===== src/rtl/byte_ser_pkg.sv =====
// Shared types for the byte serializer:
// FSM states, beat index and frame trailer.
package byte_ser_pkg;

  typedef enum logic [1:0] {
    IDLE,
    SEND,
    CSUM
  } state_e;

  typedef logic [1:0] beat_idx_t;

  localparam logic [1:0] TRAILER = 2'b11;

endpackage


===== src/rtl/byte_serializer.sv =====
// Serializes a four-byte packed word onto a
// valid/ready byte stream with optional XOR checksum.
module byte_serializer
  import byte_ser_pkg::*;
#(
  parameter int BYTE_W      = 8,
  parameter bit CHECKSUM_EN = 1'b1
) (
  input  logic              clk,
  input  logic              reset,
  input  logic              in_valid,
  output logic              in_ready,
  input  logic [BYTE_W-1:0] in_1,
  input  logic [BYTE_W-1:0] in_2,
  input  logic [BYTE_W-1:0] in_3,
  input  logic [BYTE_W-1:0] in_4,
  output logic              out_valid,
  input  logic              out_ready,
  output logic [BYTE_W-1:0] out_data,
  output logic              out_last,
  output logic              marker_err,
  output logic [7:0]        frame_count
);

  state_e            state_q, state_d;
  beat_idx_t         idx_q, idx_d;
  beat_idx_t         idx_nxt;
  logic [BYTE_W-1:0] hold_q [4];
  logic [BYTE_W-1:0] csum;
  logic [BYTE_W-1:0] data_d;
  logic              valid_d;
  logic              last_d;
  logic              take;
  logic              fin;
  logic              accept;
  logic              end_frame;
  logic              marker_bad;

  assign csum = hold_q[0] ^ hold_q[1]
              ^ hold_q[2] ^ hold_q[3];

  assign take   = out_valid && out_ready;
  assign fin    = take && out_last;
  assign in_ready = !reset &&
                    (state_q == IDLE || fin);
  assign accept = in_valid && in_ready;

  assign idx_nxt    = idx_q + 2'd1;
  assign marker_bad = in_4[1:0] != TRAILER;

  always_comb begin
    state_d   = state_q;
    idx_d     = idx_q;
    valid_d   = out_valid;
    data_d    = out_data;
    last_d    = out_last;
    end_frame = 1'b0;
    unique case (state_q)
      IDLE: begin
        state_d = IDLE;
      end
      SEND: begin
        if (take) begin
          if (idx_q == 2'd3) begin
            if (CHECKSUM_EN) begin
              state_d = CSUM;
              data_d  = csum;
              last_d  = 1'b1;
            end else begin
              end_frame = 1'b1;
            end
          end else begin
            idx_d  = idx_nxt;
            data_d = hold_q[idx_nxt];
            last_d = !CHECKSUM_EN &&
                     (idx_nxt == 2'd3);
          end
        end
      end
      CSUM: begin
        if (take) end_frame = 1'b1;
      end
      default: begin
        state_d = IDLE;
      end
    endcase
    // A word accepted on the final-beat cycle
    // starts the next frame with no bubble.
    if (state_q == IDLE || end_frame) begin
      if (accept) begin
        state_d = SEND;
        idx_d   = 2'd0;
        valid_d = 1'b1;
        data_d  = in_1;
        last_d  = 1'b0;
      end else begin
        state_d = IDLE;
        idx_d   = 2'd0;
        valid_d = 1'b0;
        data_d  = '0;
        last_d  = 1'b0;
      end
    end
  end

  always_ff @(posedge clk) begin
    if (reset) begin
      state_q     <= IDLE;
      idx_q       <= 2'd0;
      out_valid   <= 1'b0;
      out_data    <= '0;
      out_last    <= 1'b0;
      marker_err  <= 1'b0;
      frame_count <= 8'd0;
    end else begin
      state_q     <= state_d;
      idx_q       <= idx_d;
      out_valid   <= valid_d;
      out_data    <= data_d;
      out_last    <= last_d;
      marker_err  <= accept && marker_bad;
      if (end_frame)
        frame_count <= frame_count + 8'd1;
    end
  end

  always_ff @(posedge clk) begin
    if (accept) begin
      hold_q[0] <= in_1;
      hold_q[1] <= in_2;
      hold_q[2] <= in_3;
      hold_q[3] <= in_4;
    end
  end

endmodule


===== config.mk =====
export PLATFORM = sky130hd
export DESIGN_NAME = byte_serializer
export DESIGN_NICKNAME = d
export VERILOG_FILES = /design/src/rtl/byte_ser_pkg.sv /design/src/rtl/byte_serializer.sv
export SDC_FILE = /design/constraint.sdc
export NUM_CORES = 1
export LEC_CHECK = 0
export CAP_MARGIN = 20
export CORE_MARGIN = 4
export CORE_UTILIZATION = 45
export CTS_BUF_LIST = sky130_fd_sc_hd__clkbuf_8
export DETAILED_ROUTE_END_ITERATION = 8
export GPL_TIMING_DRIVEN = 0
export PLACE_DENSITY = 0.86
export SLEW_MARGIN = 40
export SYNTH_ARGS = -nofsm -noshare
export SYNTH_HDL_FRONTEND = slang
export SYNTH_SLANG_ARGS = --single-unit

===== constraint.sdc =====
create_clock -name clk -period 2.2 [get_ports clk]
set_clock_uncertainty 0.15 [all_clocks]
set_input_delay 0.55 -clock clk [delete_from_list [all_inputs] [get_ports clk]]
set_output_delay 0.55 -clock clk [all_outputs]
set_load 0.01 [all_outputs]

==> impl_metrics.json <==
{
  "drive_gt1_frac": 0.141,
  "whs_ns": 0.359,
  "cts-buffers-inserted": 5,
  "min_path_type": "in2reg",
  "finalCriticalPeriod_ns": 2.16,
  "avgViaCountPerCell": 5.44,
  "initial_core_util": 0.464,
  "die_area_mm2": 0.00695,
  "p_int_mw": 1.77,
  "first_iter_violations": 156,
  "synth_fa_ha_area_frac": 0.00979,
  "critPathRequiredTime_ns": 2.04,
  "clkLatencyLatePin_ns": 0.32,
  "p_sw_frac": 0.221,
  "place_congestion": 0.805,
  "coreArea_mm2": 0.00551,
  "clk_path_buf_depth": 2,
  "post_drt_wl_per_cell_um": 16.1,
  "cts.sinks": 55,
  "max_stage_delay_ns": 0.52,
  "startpoint_type": "input pin",
  "synthTopCellsByArea": "edfxtp_1 (38%), dfxtp_1 (18%), xnor2_1 (7.5%)",
  "combPwrFrac": 0.145,
  "crit_arrival_ns": 2.00,
  "status": "finished clean",
  "setup_violations": 0,
  "postSynthCellCount": 204,
  "synth_edf_count": 32,
  "synth_top_family_by_area": "multiplexers",
  "relSlewSlack": 0.481,
  "cp-end-kind": "register",
  "ff2ff_path_depth": 5,
  "final_common_cell": "clkdlybuf4s50_1",
  "r2r_start": "out_valid$_SDFFE_PP0N_",
  "clkPwrFrac": 0.339,
  "cts_tree": "built",
  "crit_chain": "clkdlybuf4s50_1, inv_1, or3_1, clkinvlp_4",
  "htree_levels": 2,
  "io_pins": 56,
  "ys_warn_count": 0,
  "crit_start": "in_valid",
  "synthDistinctLibCells": 38,
  "mappedNetlistArea_mm2": 0.00255,
  "die_y_um": 83.4,
  "insertedDiodeCount": 0,
  "critPathSlowestCell": "or3_1",
  "dpl.hpwl_um": 3770,
  "path_clk_slew_ns": 0.10,
  "synthXorXnorAreaFrac": 0.103,
  "grt_usage": 0.163,
  "drc": 0,
  "syn_to_final_growth_pct": 31.8,
  "synth_nets": 242,
  "worstPathMaxFanout": 16,
  "nNetsFinal": 307,
  "rows": 27,
  "syn_area_per_cell_um2": 12.5,
  "port-buffer-count": 54,
  "worstHoldStart": "reset",
  "synthSimpleGateAreaFrac": 0.0867,
  "design_area_mm2": 0.00337,
  "routed_wirelength_um": 5490,
  "p_leak_nw": 1.11,
  "cts_hold_buf": 0,
  "seq_power_share": 0.516,
  "die_width_um": 83.4,
  "hold_depth": 2,
  "antenna_left": 0,
  "placed_cell_area_mm2": 0.00319,
  "vias": 1860,
  "drt_pass1_iterations": 4,
  "hold_violations": 0,
  "grt_max_degree": 17,
  "maxCapViolations": 0,
  "synth_top_area_cell": "edfxtp_1",
  "synthFlopType": "edfxtp_1",
  "root_buffer": "clkbuf_8",
  "synth-compound-area-share": 0.105,
  "timing.fmax_mhz": 462,
  "fin_tns_setup_ns": 0,
  "synthMuxAreaShare": 0.111,
  "layout_common_cells": "clkdlybuf4s50_1 (52), edfxtp_1 (32), dfxtp_1 (23)",
  "critical_path_class": "in2reg",
  "antenna_found_initial": 0,
  "irDropWorstVdd_mv": 0.363,
  "async_reset_ff_frac": 0,
  "power_switching_mw": 0.502,
  "report.final.slew_viol_count": 0,
  "grt_pass1_vias": 1884,
  "tightest_slew_ns": 0.778,
  "ys_seq_area_frac": 0.556,
  "min_period_over_period": 0.984,
  "yosys.area.top_type_share": 0.376,
  "powerDensity_mw_per_mm2": 676,
  "grt_first_pass_wirelength_um": 8960,
  "grt.overflow.total": 0,
  "synth-seq-cells": 55
}
==> stage by stage <==
step / cells / utilization / total power [mW] / setup slack (ns)
floorplan: 204 / - / 1.36 / 0.165
global placement: 330 / 0.579 / 1.50 / -0.675
detailed placement: 330 / 0.579 / 1.51 / -0.724
CTS: 339 / 0.606 / 2.28 / 0.0145
global route: 342 / 0.611 / 2.37 / -0.00510
finish: 342 / 0.611 / 2.28 / 0.0351
==> logic make-up after synthesis <==
logic type,count (synthesis)
AO/OA/AOI/OAI,40
multiplexers,18
adder cells (fa/ha/maj),2
buffers and inverters,16
XOR/XNOR,30
flip-flops,55
AND/OR/NAND/NOR,43
==> final timing paths <==
path | endpoint | slack [ns]
max | hold_q[3][2]$_DFFE_PN_ | 0.04
min | state_q[1]$_SDFFE_PP0P_ | 0.36
max reg2reg | hold_q[3][2]$_DFFE_PN_ | 0.15
min reg2reg | frame_count[1]$_SDFFE_PP0P_ | 0.36
==> critical path, delay by kind of cell <==
family                 cells  cell delay [ns]
buffers and inverters      3             0.93
and+or+nand+nor            1             0.52
==> sequential cells by signal (all words and copies together), names as in the netlist <==
name,flops
state_q,2
marker_err,1
frame_count,8
idx_q,2
out_data,8
out_last,1
out_valid,1
hold_q,32
==> Yosys cell counts, drive strengths merged, types with 2 or more instances <==
cell type	instances
dfxtp	23
clkbuf	6
xor2	8
xnor2	22
inv	4
nor4	2
ha	2
a311oi	8
o21ai	11
nand3b	3
nor2	8
edfxtp	32
nand3	4
a21oi	13
buf	6
nand2	16
mux2i	8
o21a	2
mux2	2
nor3	2
mux4	8
==> cell type report <==
class | count | area, um2
fill | 439 | 2140
buffer | 12 | 63.8
clock inverter | 3 | 63.8
tap | 72 | 90.1
sequential | 55 | 1420
inverter | 4 | 18.8
timing repair buffer | 57 | 572
multi-input combinational | 133 | 1060
timing repair inverter | 1 | 7.51
clock buffer | 5 | 68.8
==> power by group through the flow <==
stage / Clock, mW / Sequential, mW / Combinational [mW]
2_1_floorplan: 0 / 1.20 / 0.162
3_3_place_gp: 0 / 1.20 / 0.304
3_5_place_dp: 0 / 1.20 / 0.314
4_1_cts: 0.783 / 1.18 / 0.321
5_1_grt: 0.827 / 1.18 / 0.358
6_report: 0.771 / 1.17 / 0.330
==> repair_timing <==
item | 4_1_cts | 5_1_grt
gates resized for setup | 9 | 2
setup endpoints to repair | 44 | 6
buffers inserted | 0 | 3
gates cloned | 1 | 0
pin swaps | 1 | 1
==> metal layers <==
| metal | vias up | part of all wire | GRT usage |
|---|---|---|---|
| met2 | 70 | 0.52 | 0.300 |
| met1 | 898 | 0.37 | 0.171 |
| met5 | - | 0 | 0 |
| met4 | 0 | 0.016 | 0.0624 |
| met3 | 9 | 0.088 | 0.0546 |
| li1 | 883 | - | - |
Power figures use the tool's default switching activity.
